## config.mk

```make
export PLATFORM = sky130hd
export DESIGN_NAME = instr_stream_loader_flat
export DESIGN_NICKNAME = d
export VERILOG_FILES = /design/src/rtl/loader_pkg.sv /design/src/rtl/instr_stream_loader_if.sv /design/src/rtl/instr_word_packer.sv /design/src/rtl/instr_stream_loader.sv /design/src/flat_wrapper.sv
export SDC_FILE = /design/constraint.sdc
export NUM_CORES = 1
export LEC_CHECK = 0
export CAP_MARGIN = 5
export CORE_MARGIN = 4
export CORE_UTILIZATION = 54
export CTS_CLUSTER_DIAMETER = 120
export DETAILED_ROUTE_END_ITERATION = 8
export PLACE_DENSITY_LB_ADDON = 0.3
export SYNTH_ARGS = -nofsm -noshare
export SYNTH_HDL_FRONTEND = slang
export SYNTH_SLANG_ARGS = --single-unit
```

## constraint.sdc

```tcl
create_clock -name clk_i -period 2.7 [get_ports clk_i]
set_input_delay 0.405 -clock clk_i [delete_from_list [all_inputs] [get_ports clk_i]]
set_output_delay 0.405 -clock clk_i [all_outputs]
set_load 0.05 [all_outputs]
```

## src/rtl/loader_pkg.sv

```systemverilog
// loader_pkg: shared FSM states and framing constants for the instruction stream loader.
package loader_pkg;
  typedef enum logic [2:0] {HDR_HI, HDR_LO, PAYLOAD, CSUM, RUN, ERROR} state_t;
  localparam int BYTES_PER_WORD = 4;
  localparam int CSUM_W = 8;
endpackage

```

## src/rtl/instr_stream_loader_if.sv

```systemverilog
// loader_if: host byte link in, IM write port and CPU control out.
interface loader_if #(parameter int CNT_W = 16);
  logic rx_valid_i;
  logic [7:0] rx_data_i;
  logic rx_ready_o;
  logic im_we_o;
  logic [31:0] im_addr_o;
  logic [31:0] im_wdata_o;
  logic cpu_rst_n_o;
  logic done_o;
  logic err_o;
  logic [CNT_W-1:0] words_loaded_o;
  modport master (
    output rx_valid_i, rx_data_i,
    input rx_ready_o, im_we_o, im_addr_o, im_wdata_o, cpu_rst_n_o, done_o, err_o, words_loaded_o
  );
  modport slave (
    input rx_valid_i, rx_data_i,
    output rx_ready_o, im_we_o, im_addr_o, im_wdata_o, cpu_rst_n_o, done_o, err_o, words_loaded_o
  );
endinterface

```

## src/rtl/instr_word_packer.sv

```systemverilog
// instr_word_packer: little-endian byte-to-word assembly with a one-cycle word_valid on the last lane.
module instr_word_packer
  import loader_pkg::*;
(
  input  logic        clk,
  input  logic        clr,
  input  logic        en,
  input  logic [7:0]  data,
  output logic [31:0] word,
  output logic        word_valid
);
  localparam int LANE_W = $clog2(BYTES_PER_WORD);
  logic [LANE_W-1:0] lane;
  logic [8*(BYTES_PER_WORD-1)-1:0] shreg;
  always_ff @(posedge clk) begin
    if (clr) begin
      lane <= '0;
      shreg <= '0;
    end else if (en) begin
      lane <= lane + LANE_W'(1);
      shreg <= {data, shreg[8*(BYTES_PER_WORD-1)-1:8]};
    end
  end
  // the final byte lands in the top lane without waiting for a register stage
  assign word = {data, shreg};
  assign word_valid = en && lane == LANE_W'(BYTES_PER_WORD - 1);
endmodule

```

## src/rtl/instr_stream_loader.sv

```systemverilog
// instr_stream_loader: loads a checksummed byte-stream image into IM and releases the CPU on success.
module instr_stream_loader
  import loader_pkg::*;
#(
  parameter int IM_DEPTH = 32,
  parameter int TIMEOUT_CYC = 1024,
  parameter int CNT_W = 16
) (
  input logic clk_i,
  input logic rst_n,
  loader_if.slave bus
);
  localparam int IDLE_W = $clog2(TIMEOUT_CYC + 1);
  state_t state, next;
  logic live, acc, timed, timeout, word_valid;
  logic [CNT_W-1:0] count, hdr_cnt;
  logic [CSUM_W-1:0] sum, sum_nxt;
  logic [IDLE_W-1:0] idle;
  logic [31:0] word;
  assign acc = bus.rx_valid_i && bus.rx_ready_o;
  assign timed = state inside {HDR_LO, PAYLOAD, CSUM};
  assign timeout = timed && !acc && idle == IDLE_W'(TIMEOUT_CYC - 1);
  assign hdr_cnt = {count[CNT_W-9:0], bus.rx_data_i};
  assign sum_nxt = sum + bus.rx_data_i;
  instr_word_packer packer (
    .clk(clk_i),
    .clr(!rst_n || state != PAYLOAD),
    .en(acc && state == PAYLOAD),
    .data(bus.rx_data_i),
    .word,
    .word_valid
  );
  always_ff @(posedge clk_i) state <= !rst_n ? HDR_HI : next;
  always_comb begin
    next = state;
    if (timeout) next = ERROR;
    else if (acc)
      case (state)
        HDR_HI:  next = HDR_LO;
        HDR_LO:  next = hdr_cnt > CNT_W'(IM_DEPTH) ? ERROR : hdr_cnt == '0 ? CSUM : PAYLOAD;
        PAYLOAD: next = word_valid && bus.words_loaded_o + CNT_W'(1) == count ? CSUM : PAYLOAD;
        CSUM:    next = sum_nxt == '0 ? RUN : ERROR;
        default: next = state;
      endcase
  end
  // live keeps rx_ready low through the reset cycle itself
  always_comb begin
    bus.rx_ready_o = live && (state == HDR_HI || timed);
    bus.done_o = state == RUN;
    bus.err_o = state == ERROR;
    bus.cpu_rst_n_o = state == RUN;
  end
  always_ff @(posedge clk_i) begin
    if (!rst_n) begin
      live <= 1'b0;
      count <= '0;
      sum <= '0;
      idle <= '0;
      bus.im_we_o <= 1'b0;
      bus.im_addr_o <= '0;
      bus.im_wdata_o <= '0;
      bus.words_loaded_o <= '0;
    end else begin
      live <= 1'b1;
      bus.im_we_o <= word_valid;
      if (acc) sum <= sum_nxt;
      if (acc && (state == HDR_HI || state == HDR_LO)) count <= hdr_cnt;
      idle <= acc || !timed ? '0 : idle + IDLE_W'(1);
      if (word_valid) begin
        bus.im_addr_o <= 32'({bus.words_loaded_o, 2'b00});
        bus.im_wdata_o <= word;
        bus.words_loaded_o <= bus.words_loaded_o + CNT_W'(1);
      end
    end
  end
endmodule

```

## src/flat_wrapper.sv

```systemverilog
// flat-port wrapper written by rule: the top's interface ports become plain ports
module instr_stream_loader_flat import loader_pkg::*;
#(
  parameter int IM_DEPTH = 32,
  parameter int TIMEOUT_CYC = 1024,
  parameter int CNT_W = 16
)
  (clk_i, rst_n, bus_rx_valid_i, bus_rx_data_i, bus_rx_ready_o, bus_im_we_o, bus_im_addr_o, bus_im_wdata_o, bus_cpu_rst_n_o, bus_done_o, bus_err_o, bus_words_loaded_o);
  loader_if #(.CNT_W(CNT_W)) bus_i ();
  input logic clk_i;
  input logic rst_n;
  input wire logic [$bits(bus_i.rx_valid_i)-1:0] bus_rx_valid_i;
  input wire logic [$bits(bus_i.rx_data_i)-1:0] bus_rx_data_i;
  output wire logic [$bits(bus_i.rx_ready_o)-1:0] bus_rx_ready_o;
  output wire logic [$bits(bus_i.im_we_o)-1:0] bus_im_we_o;
  output wire logic [$bits(bus_i.im_addr_o)-1:0] bus_im_addr_o;
  output wire logic [$bits(bus_i.im_wdata_o)-1:0] bus_im_wdata_o;
  output wire logic [$bits(bus_i.cpu_rst_n_o)-1:0] bus_cpu_rst_n_o;
  output wire logic [$bits(bus_i.done_o)-1:0] bus_done_o;
  output wire logic [$bits(bus_i.err_o)-1:0] bus_err_o;
  output wire logic [$bits(bus_i.words_loaded_o)-1:0] bus_words_loaded_o;
  assign bus_i.rx_valid_i = bus_rx_valid_i;
  assign bus_i.rx_data_i = bus_rx_data_i;
  assign bus_rx_ready_o = bus_i.rx_ready_o;
  assign bus_im_we_o = bus_i.im_we_o;
  assign bus_im_addr_o = bus_i.im_addr_o;
  assign bus_im_wdata_o = bus_i.im_wdata_o;
  assign bus_cpu_rst_n_o = bus_i.cpu_rst_n_o;
  assign bus_done_o = bus_i.done_o;
  assign bus_err_o = bus_i.err_o;
  assign bus_words_loaded_o = bus_i.words_loaded_o;
  instr_stream_loader #(.IM_DEPTH(IM_DEPTH), .TIMEOUT_CYC(TIMEOUT_CYC), .CNT_W(CNT_W)) u_core (.clk_i(clk_i), .rst_n(rst_n), .bus(bus_i));
endmodule
```

# Yosys cells after proc, flatten, opt, wreduce, memory -nomap -nowiden
# Cells that the tools add are included.
# op_classes
mux,8
order_cmp,1
reduce_logical,26
n_eq_ne,9
n_addsub,4
n_bitwise,1
# ops
cell,n
$add A16 B1 Y16 const B,1
$eq A16 B16 Y1,1
$gt A16 B6 Y1 const B,1
$logic_not A16 Y1,1
$pmux W3 S4,1
$add A11 B1 Y11 const B,1
$eq A11 B10 Y1 const B,1
$mux W3,3
$add A8 B8 Y8,1
$logic_and A1 B1 Y1,8
$logic_not A8 Y1,1
$eq A3 B2 Y1 const B,2
$eq A3 B3 Y1 const B,2
$reduce_bool A5 Y1,1
$logic_or A1 B1 Y1,4
$mux W1,4
$reduce_and A2 Y1,2
$reduce_bool A4 Y1,1
$reduce_or A2 Y1,2
$eq A3 B1 Y1 const B,1
$logic_not A1 Y1,3
$logic_not A3 Y1,1
$ne A3 B2 Y1 const B,1
$reduce_bool A3 Y1,1
other kinds (4),4
# word_totals
out_inout_bits,85
input_bits,11
elab_cells,61
ff_bits,130

# Depth between registers and ports, before layout
# Gate-level depths: netlist of run 1.
# logic_depth
word_depth,12
ltp_mapped,8
depth_no_buf,8

# By module
# Synthesis of run 1 repeated with hierarchy kept, for this count alone.
# unflattened
cells_unflattened,660
hier_area_um2,5958.2
# by_module_without_submodules
module,instances,area_per_inst_um2,seq_area_each_um2,cells_per_inst
instr_stream_loader,1,4934.7,2082.0,566
instr_word_packer,1,1023.5,520.5,94

# Worst setup path before layout of run 1
# OpenSTA, ideal clock, no wires.
# synth_timing
kind,reg2out
start,register u_core.state[0]
end,output bus_done_o
t_arrival_ns,2.082
setup_slack_ns,0.213
required_ns,2.295
path_stages_with_launch,4
path_cell_list,dfxtp_1 -> clkbuf_1 -> nor3b_1 -> buf_4
# synth_between
elab_chain_cells,1
# synth_rtl
element,line_no,source
from (decl),instr_stream_loader.sv:14,"state_t state, next;"
from (signal assigned),instr_stream_loader.sv:33,always_ff @(posedge clk_i) state <= !rst_n ? HDR_HI : next;
$eq A3 B3 Y1,n/a,
to (decl),flat_wrapper.sv:19,output wire logic [$bits(bus_i.done_o)-1:0] bus_done_o;
# Every way passes these cells.

# Final worst setup path of run 1
# layout_timing
start,register u_core.state[2]
end,output bus_err_o
# layout_between
elab_chain_cells,1
# layout_rtl
element,line_no,source
$eq A3 B3 Y1,instr_stream_loader.sv:50,bus.err_o = state == ERROR;
to (decl),flat_wrapper.sv:20,output wire logic [$bits(bus_i.err_o)-1:0] bus_err_o;
# Every way passes these cells.

==> results of run 1 <==
==> metal layers <==
layer | track usage | part of all wire | vias up
met4 | 0.0946 | 0.019 | 0
met5 | 0 | 0 | -
met1 | 0.287 | 0.45 | 2395
met2 | 0.355 | 0.47 | 174
met3 | 0.0444 | 0.059 | 26
li1 | - | - | 2505
==> sequential cells by signal (all words and copies together) (netlist names) <==
name and count:
u_core.bus.words_loaded_o 16, u_core.sum 8, u_core.bus.im_addr_o 16, u_core.bus.im_we_o 1, u_core.bus.im_wdata_o 32, u_core.packer.shreg 24
u_core.live 1, u_core.idle 11, u_core.packer.lane 2, u_core.state 3, u_core.count 16
==> worst max path at each step <==
stage | end | slack, ps | cells after the start
final | bus_err_o | 120 | 2
after global routing | u_core.state[0]$_SDFFE_PN0P_ | 70 | 9
after CTS | bus_err_o | 130 | 2
after detailed placement | u_core.state[0]$_SDFFE_PN0P_ | -330 | 9
after global placement | u_core.state[0]$_SDFFE_PN0P_ | -210 | 9
after floorplan | bus_done_o | 210 | 3
==> cells by family after synthesis <==
group	count (synthesis)	share of synthesized area
flip-flops	130	0.435
buffers and inverters	71	0.0579
other	1	0.000626
XOR/XNOR	42	0.0637
adder cells (fa/ha/maj)	11	0.0242
multiplexers	1	0.00188
AND/OR/NAND/NOR	277	0.216
AO/OA/AOI/OAI	153	0.201
==> cell usage after synthesis (all sizes together) (6+ instances only) <==
cell and count:
a31oi 6, o21ai 15, nor4 7, buf 26
a21boi 76, nor2 28, o221a 24, nor3 8
inv 8, xor2 16, nand2 156, nand3 19
clkbuf 37, xnor2 25, dfxtp 130, a21oi 6
nand4 6, ha 10, and2 14, or3 10
and3 9
==> critical path, delay by kind of cell (launching register included) <==
family	cells	cell delay (ps)
flops	1	540
simple gates	1	280
buf+inv	1	830
==> power groups by stage <==
stage               logic [mW]  clock network, mW  registers (mW)
finish                   0.305               2.14            1.96
global route             0.332               2.25            1.96
CTS                      0.302               2.17            1.96
detailed placement       0.299                  0            2.00
global placement         0.294                  0            2.00
floorplan                0.240                  0            1.99
==> per-stage QoR <==
step | utilization | std cells
2_1_floorplan | - | 701
3_3_place_gp | 0.637 | 886
3_5_place_dp | 0.637 | 886
4_1_cts | 0.688 | 917
5_1_grt | 0.688 | 917
6_report | 0.688 | 917
==> area by class of cell <==
cell class | count | area [um^2] | area share
clock buffer | 21 | 439 | 0.0589
inverter | 8 | 30.0 | 0.00402
sequential | 130 | 2600 | 0.349
tap | 140 | 175 | 0.0235
clock inverter | 10 | 111 | 0.0149
multi-input combinational | 500 | 3100 | 0.416
timing repair buffer | 108 | 1000 | 0.134
==> reports/qor.txt, run 1 <==
Synth area leader - dfxtp_1
Starting density of the core - 0.553
Flop pwr share - 0.445
Post-CTS sizing - 2
CTS tree - done
Clock share of power - 0.486
Clk_skew - 8.20 ps
Routed Wire Length - 14100 um
1st-pass router iterations - 5
Vias per inst - 5.56
Max_cap viols - 0
Max-slew violations - 0
Yosys reg bits - 130
Drt wl/cell - 15.4 um
WP data required - 2300 ps
Post-DP HPWL - 9870 um
Worst VDD drop - 401 uV
Clock latency on the worst-skew pair - 520 ps
Ys flop type - dfxtp_1
Worst r2r src - u_core.sum[0]$_SDFFE_PN0P_
Register area share after synthesis - 0.435
Clock sink total - 130
Yosys warning total - 0
Hold path start - rst_n
IO Count - 96
Top-area cell type share of the netlist area - 0.435
Core ar. - 10800 um^2
RSZ-0062 raised after global routing - false
Fill count - 881
EDFF count, synth - 0
I/O Buffers - 79
Synth Instances - 686
WP data arrival - 2170 ps
Crit path largest cell delay - 830 ps
Post-route ant nets - 0
Ant. Diodes - 0
Clock period minus final worst setup slack - 2580 ps
Clock Path Buffers - 2
CP max stage cell - clkdlybuf4s50_1
Worst min-delay path class - input pin to flop
Pwr/cell area - 591 nW/um^2
CTS Hold Bufs - 0
First-pass GRT wire length - 22900 um
Die W - 113 um
Distinct cells, synth - 60
Flop-to-flop setup slack - 270 ps
Net Sw Frac - 0.234
Setup TNS - 0 ps
Most frequent cells in the layout - nand2_1, dfxtp_1, clkdlybuf4s50_1, a21boi_0, buf_4
Post-route cell area - 7460 um^2
Initial antenna violation count - 0
Worst Reg-to-Reg Cells - 8
Slew @ Worst Pin - 946 ps
Die area - 12800 um^2
Number of global-route vias before repair - 4730
Post-Syn Area - 5990 um^2
Commonest non-fill, non-tap cell in the layout - nand2_1
Area Overhead vs Synth - 24.6%
CTS Buf Count - 17
Row cnt - 38
Hold depth - 3
Post-CTS setup buffer count - 0
Final hold violations - 0
Gr ovfl total - 0
Post-route worst hold slack - 405 ps
Nets - 787
Htree depth - 4
Area after DPL - 6910 um^2
Power Internal - 3.38 mW
Root buf cell - clkbuf_8
Crit path max fanout - 10
Worst setup path class - flop to output port
Clock transition at path regs - 60 ps
Leak - 2.71 nW
Combinational share of power - 0.069
Worst r2r dst - u_core.state[0]$_SDFFE_PN0P_
CP Cell Sequence - and3_1, clkdlybuf4s50_1
Via Count - 5100
Worst setup SP type - flop
Drt drc - 0
GP Congestion - 0.890
Period Utilization, post-route - 0.954
Die Y - 113 um
Final setup margin - 124 ps
Status - finished clean
Switching power - 1.03 mW
Crit. End Element - output port
Hold path endpoint - u_core.state[2]$_SDFFE_PN0P_
Initial DRC Count - 319
Syn avg cell area - 8.73 um^2
Post-synth ARST share - 0
Max-Slew Margin vs Limit - 0.367
Total track usage - 0.220
Crit path from - u_core.state[2]$_SDFFE_PN0P_
Fraction of layout cells with a size suffix above 1 - 0.121
Largest net degree at the start of global routing - 63
Max Clk Rate - 388 MHz
Synth top area cells - dfxtp_1, nand2_1, a21boi_0, o221a_2, xnor2_1
DP Worst Slack - -334 ps
Total power - 4.41 mW
Setup violators final - 0
(Power assumes the default switching activity.)
==> run 2: changes to the inputs <==
Settings changed: CAP_MARGIN 5 to not set.
==> results of run 2 <==
No change in the layout: final DEF, timing and power equal those of run 1.
==> run 3: changes to the inputs <==
Settings changed: CTS_CLUSTER_DIAMETER 120 to not set, SLEW_MARGIN set to 15.
==> results of run 3 <==
No change in the layout: final DEF, timing and power equal those of run 1.
